[config.mk]
export PLATFORM = sky130hd
export DESIGN_NAME = sum_pipe_acarreo
export DESIGN_NICKNAME = d
export VERILOG_FILES = /design/src/rtl/sum_pipe_acarreo.sv
export SDC_FILE = /design/constraint.sdc
export NUM_CORES = 1
export LEC_CHECK = 0
export CORE_UTILIZATION = 35
export CTS_BUF_LIST = sky130_fd_sc_hd__clkbuf_16
export DETAILED_ROUTE_END_ITERATION = 10
export GPL_ROUTABILITY_DRIVEN = 0
export GPL_TIMING_DRIVEN = 0
export SYNTH_ARGS = -nofsm -noshare
export SYNTH_HDL_FRONTEND = slang
export SYNTH_SLANG_ARGS = --single-unit
[constraint.sdc]
create_clock -name clk -period 3.4 [get_ports clk]
set_clock_uncertainty 0.15 [all_clocks]
set_input_delay 0.34 -clock clk [delete_from_list [all_inputs] [get_ports clk]]
set_output_delay 0.34 -clock clk [all_outputs]
set_load 0.03 [all_outputs]
[src/rtl/sum_pipe_acarreo.sv]
// sum_pipe_acarreo: pipelined chunked carry-propagate adder/subtractor.
// Optional signed-overflow output enabled by defining SUMPIPE_OVF_EN.
module sum_pipe_acarreo #(
  parameter int WIDTH  = 16,
  parameter int STAGES = 4
) (
  input  logic             clk,
  input  logic             rst_n,
  input  logic             in_valid,
  output logic             in_ready,
  input  logic [WIDTH-1:0] in_a,
  input  logic [WIDTH-1:0] in_b,
  input  logic             cin,
  input  logic             sub,
  output logic             out_valid,
  input  logic             out_ready,
  output logic [WIDTH-1:0] sum,
  output logic             cout
`ifdef SUMPIPE_OVF_EN
  ,
  output logic             ovf
`endif
);

  localparam int CW = WIDTH / STAGES;

  if ((WIDTH % STAGES) != 0 || STAGES < 1) begin : g_bad_cfg
    $error("WIDTH must be a multiple of STAGES");
  end

  logic en;

  logic [STAGES-1:0] v_r;
  logic [STAGES-1:0] c_r;
  logic [STAGES-1:0] v_in;
  logic [STAGES-1:0] c_in;
  logic [STAGES-1:0] co;

  logic [STAGES-1:0][WIDTH-1:0] a_r;
  logic [STAGES-1:0][WIDTH-1:0] b_r;
  logic [STAGES-1:0][WIDTH-1:0] s_r;
  logic [STAGES-1:0][WIDTH-1:0] a_in;
  logic [STAGES-1:0][WIDTH-1:0] b_in;
  logic [STAGES-1:0][WIDTH-1:0] s_in;
  logic [STAGES-1:0][WIDTH-1:0] s_nx;

  logic [CW:0] tmp;

  assign en        = !out_valid || out_ready;
  assign in_ready  = en;
  assign out_valid = v_r[STAGES-1];
  assign sum       = s_r[STAGES-1];
  assign cout      = c_r[STAGES-1];

  always_comb begin
    a_in = '0;
    b_in = '0;
    s_in = '0;
    c_in = '0;
    v_in = '0;
    a_in[0] = in_a;
    b_in[0] = sub ? ~in_b : in_b;
    c_in[0] = sub ^ cin;
    v_in[0] = in_valid;
    for (int k = 1; k < STAGES; k++) begin
      a_in[k] = a_r[k-1];
      b_in[k] = b_r[k-1];
      s_in[k] = s_r[k-1];
      c_in[k] = c_r[k-1];
      v_in[k] = v_r[k-1];
    end
  end

  // Each stage ripples its own chunk; lower finished chunks ride along in s.
  always_comb begin
    tmp  = '0;
    co   = '0;
    s_nx = s_in;
    for (int k = 0; k < STAGES; k++) begin
      tmp = {1'b0, a_in[k][k*CW +: CW]}
          + {1'b0, b_in[k][k*CW +: CW]}
          + {{CW{1'b0}}, c_in[k]};
      co[k] = tmp[CW];
      s_nx[k][k*CW +: CW] = tmp[CW-1:0];
    end
  end

  always_ff @(posedge clk) begin
    if (!rst_n) begin
      v_r <= '0;
      c_r <= '0;
      s_r <= '0;
      a_r <= '0;
      b_r <= '0;
    end else if (en) begin
      v_r <= v_in;
      c_r <= co;
      s_r <= s_nx;
      a_r <= a_in;
      b_r <= b_in;
    end
  end

  // Operands past the last stage are never consumed.
  logic unused_ops;
  assign unused_ops = ^{a_r[STAGES-1], b_r[STAGES-1]};

`ifdef SUMPIPE_OVF_EN
  logic ovf_r;
  logic a_msb;
  logic b_msb;

  assign a_msb = a_in[STAGES-1][WIDTH-1];
  assign b_msb = b_in[STAGES-1][WIDTH-1];

  always_ff @(posedge clk) begin
    if (!rst_n) begin
      ovf_r <= 1'b0;
    end else if (en) begin
      ovf_r <= (a_msb == b_msb)
            && (s_nx[STAGES-1][WIDTH-1] != a_msb);
    end
  end

  assign ovf = ovf_r;
`endif

endmodule

==> results of run 1 <==
==> power by group <==
group | internal (mW) | switching (mW)
Combinational | 0.141 | 0.145
Clock | 0.638 | 0.414
Sequential | 1.20 | 0.0441
Total | 1.98 | 0.603
==> final timing paths <==
| kind | startpoint | slack [ps] | end |
|---|---|---|---|
| setup / recovery | out_ready | 800 | in_ready |
| hold / removal | sub | 240 | b_in[24] |
| hold reg to reg | sum[2] | 300 | sum[2] |
| setup reg to reg | c_r[2] | 1480 | c_r[3] |
==> through the flow <==
stage | hold WS (ps) | utilization, % | power [mW] | setup slack (ps)
6_report | 237 | 45.8 | 2.58 | 796
2_1_floorplan | 282 | - | 1.44 | 1130
3_3_place_gp | 290 | 42.9 | 1.55 | 803
4_1_cts | 232 | 45.8 | 2.61 | 787
5_1_grt | 258 | 45.8 | 2.69 | 707
3_5_place_dp | 294 | 42.9 | 1.56 | 806
==> worst max-delay path: stages <==
cell                              delay, ps
sky130_fd_sc_hd__clkdlybuf4s50_1        500
sky130_fd_sc_hd__nor2b_4                 70
sky130_fd_sc_hd__inv_2                   70
sky130_fd_sc_hd__buf_6                  140
sky130_fd_sc_hd__buf_2                  260
sky130_fd_sc_hd__clkdlybuf4s50_1        720
==> layer usage <==
layer | up-vias | share of wire [%] | routed length [µm]
met5 | - | 0 | 0
met4 | 0 | 2.0 | 185
met3 | 20 | 4.9 | 448
met2 | 74 | 46 | 4160
met1 | 1468 | 47 | 4270
li1 | 1694 | - | -
==> cell families (layout without fill, tap and decap cells) <==
logic type | after synthesis | in the layout | share of synthesized area (%)
adder cells (fa/ha/maj) | 20 | 20 | 7.78
XOR/XNOR | 21 | 21 | 4.61
AND/OR/NAND/NOR | 181 | 181 | 17.8
AO/OA/AOI/OAI | 113 | 113 | 16.3
buffers and inverters | 42 | 113 | 5.33
flip-flops | 96 | 96 | 48.2
==> cell type report <==
type,count,area share [%]
sequential,96,38.2
multi-input combinational,335,36.9
timing repair buffer,55,11.0
clock buffer,9,4.48
buffer,34,3.63
tap,140,3.49
clock inverter,7,1.72
inverter,8,0.597
==> flip-flops by register name, indices dropped and copies added, names as in the netlist <==
name / flops
a_in: 24
b_in: 24
sum: 16
v_r: 4
c_r: 4
s_in: 24
==> placed cells by master (no fill, tap or decap), types with 7 or more instances in the layout <==
master / count
sky130_fd_sc_hd__clkbuf_16: 9
sky130_fd_sc_hd__xnor2_1: 15
sky130_fd_sc_hd__dfxtp_1: 96
sky130_fd_sc_hd__buf_2: 20
sky130_fd_sc_hd__nor2_1: 20
sky130_fd_sc_hd__fa_1: 8
sky130_fd_sc_hd__a211oi_1: 15
sky130_fd_sc_hd__nand3_1: 12
sky130_fd_sc_hd__clkdlybuf4s50_1: 55
sky130_fd_sc_hd__nand2_1: 146
sky130_fd_sc_hd__a21oi_1: 81
sky130_fd_sc_hd__inv_1: 7
sky130_fd_sc_hd__ha_1: 12
==> results.txt, run 1 <==
----------------------------------------------------
[CTS]
  Maximum level of the CTS H-tree ... 3
  Setup Fix Bufs, Post-CTS ... 0
  Clock latency at the later pin of the worst-skew pair ... 340 ps
  Count of clock tree sinks ... 96
  Reg clk slew, reported paths ... 60 ps
  Clock tree root driver cell ... sky130_fd_sc_hd__clkbuf_16
  Clock buffers created by TritonCTS ... 9
  TritonCTS clock tree ... built
  Number of cells upsized or downsized after cts ... 0
  Longest Clk Path Bufs ... 2
  Number of hold-repair buffers added at the cts stage ... 0

[Routing]
  Final routed wirelength across all metal layers ... 9.06 mm
  Via count ... 3256
  DRC viols ... 0
  Mean routed wirelength per cell ... 13.3 µm
  Number of design-rule violations left by the first detailed-router iteration ... 103
  1st-pass router iterations ... 4
  Count of nets left with antenna violations after detail routing ... 0
  Via density per instance ... 4.76

[Final layout]
  Number of fillers in the final layout ... 1121
  P&R area growth vs syn ... 26.0%
  Count of antenna diodes in the layout ... 0
  Layout net count ... 597
  Ratio of cells with drive above 1 in the final layout ... 7.72%
  Multi-input logic area ... 1850 µm²
  Non-filler instance count after layout ... 684
  Finished layout cell area ... 5030 µm²
  Reg area ... 1920 µm²

[Timing]
  Final Hold Viols ... 0
  Unrepaired setup endpoints after global routing ... no
  Period utilization ... 76.6%
  Slew at the pin closest to its max-slew limit ... 498 ps
  Highest achievable clock rate ... 384 MHz
  Fin crit period ... 2600 ps
  Pins over their slew limit ... 0
  Count of endpoints failing setup in the final report ... 0
  Relative slew slack ... 66.8%
  Total negative slack ... 0 ps

[Power and ir drop]
  Largest vdd supply drop ... 0.206 mV
  Leakage power total ... 1.96 nW
  Total power per unit cell area ... 514 nW/µm²

[GRT]
  Antenna violations before repair ... 0
  Largest net degree at the start of global routing ... 16
  Vias in the first global route ... 3018
  Overall global routing resource usage ... 16.5%
  Global routing usage on met3 ... 3.53%
  Global-route wire length before repair ... 14.7 mm
  Met2 Use GR ... 26.2%
  Gr busiest metal ... met2
  Global Route met1 Usage ... 21.8%
  Total grt overflow ... 0

[Synthesis]
  Count of distinct cell types in the synthesized netlist ... 24
  Most used standard cell by instance count after synthesis ... sky130_fd_sc_hd__nand2_1
  Flop and latch count out of synthesis ... 96
  Largest cells by area after synthesis ... sky130_fd_sc_hd__dfxtp_1 (48%), sky130_fd_sc_hd__nand2_1 (14%), sky130_fd_sc_hd__a21oi_1 (10%), sky130_fd_sc_hd__fa_1 (4.0%), sky130_fd_sc_hd__ha_1 (3.8%)
  Sequential area share after synthesis ... 48.2%
  Synthesized area ... 3990 µm²
  Most numerous cell types in the synthesized netlist ... sky130_fd_sc_hd__nand2_1 (146), sky130_fd_sc_hd__dfxtp_1 (96), sky130_fd_sc_hd__a21oi_1 (81)
  Asr flop ratio synth ... 0%
  Cell count after synthesis ... 473
  Post-synth top area share ... 48.2%
  Number of enable flip-flop cells after synthesis ... 0
  Main synth FF type ... sky130_fd_sc_hd__dfxtp_1
  Count of yosys warnings during synthesis ... 0
  Net Count, Synth ... 531
  Mean instance size in the synthesized netlist ... 8.43 µm²
  Largest area contributor in the netlist ... sky130_fd_sc_hd__dfxtp_1

[Placed design]
  HPWL reported at the end of detailed placement ... 6.73 mm
  Placed Area ... 4710 µm²
  Quantity of I/O buffers inserted on ports ... 55
  DP Cell Count ... 668

[Run status]
  Result of the run ... finished, final reports clean

[Setup path]
  Crit Path Category ... primary input to output port
  R2r worst-path depth ... 5
  Kind of end point of the critical path ... output port
  Data arrival time of the critical path ... 2110 ps
  Worst endpoint required time ... 2910 ps
  Crit path launch type ... primary input
  Maximum fanout along the worst path ... 10

[Worst hold path]
  Worst min-delay path class ... primary input to flip-flop
  Cells on Worst Hold Path ... 3

[Floorplan]
  Effective utilization at floorplan ... 36.3%
  Die Y-Extent ... 109 µm
  Total I/O pin count ... 57
  Area of the die ... 11800 µm²
  Placeable core region ... 11000 µm²
  Die Width ... 109 µm
  Rows ... 38

[Run]
  Maximum Capacitance Violations ... 0

----------------------------------------------------
No activity file was read; power rests on OpenSTA's default activity.
==> run 2: changes to the inputs <==
- clock period: 3.4 -> 2.55 ns (I/O delays scaled with it)
==> results of run 2 <==
Same layout as run 1 (identical final DEF). Status: finished, final reports clean.
Among the figures that moved: setup slack after placement 806 ps -> 126 ps; setup slack after layout 796 ps -> 116 ps; hold slack 237 ps -> 152 ps; register-to-register setup slack 1480 ps -> 630 ps; total power 2.58 mW -> 3.44 mW; worst IR drop on VDD 0.206 mV -> 0.274 mV
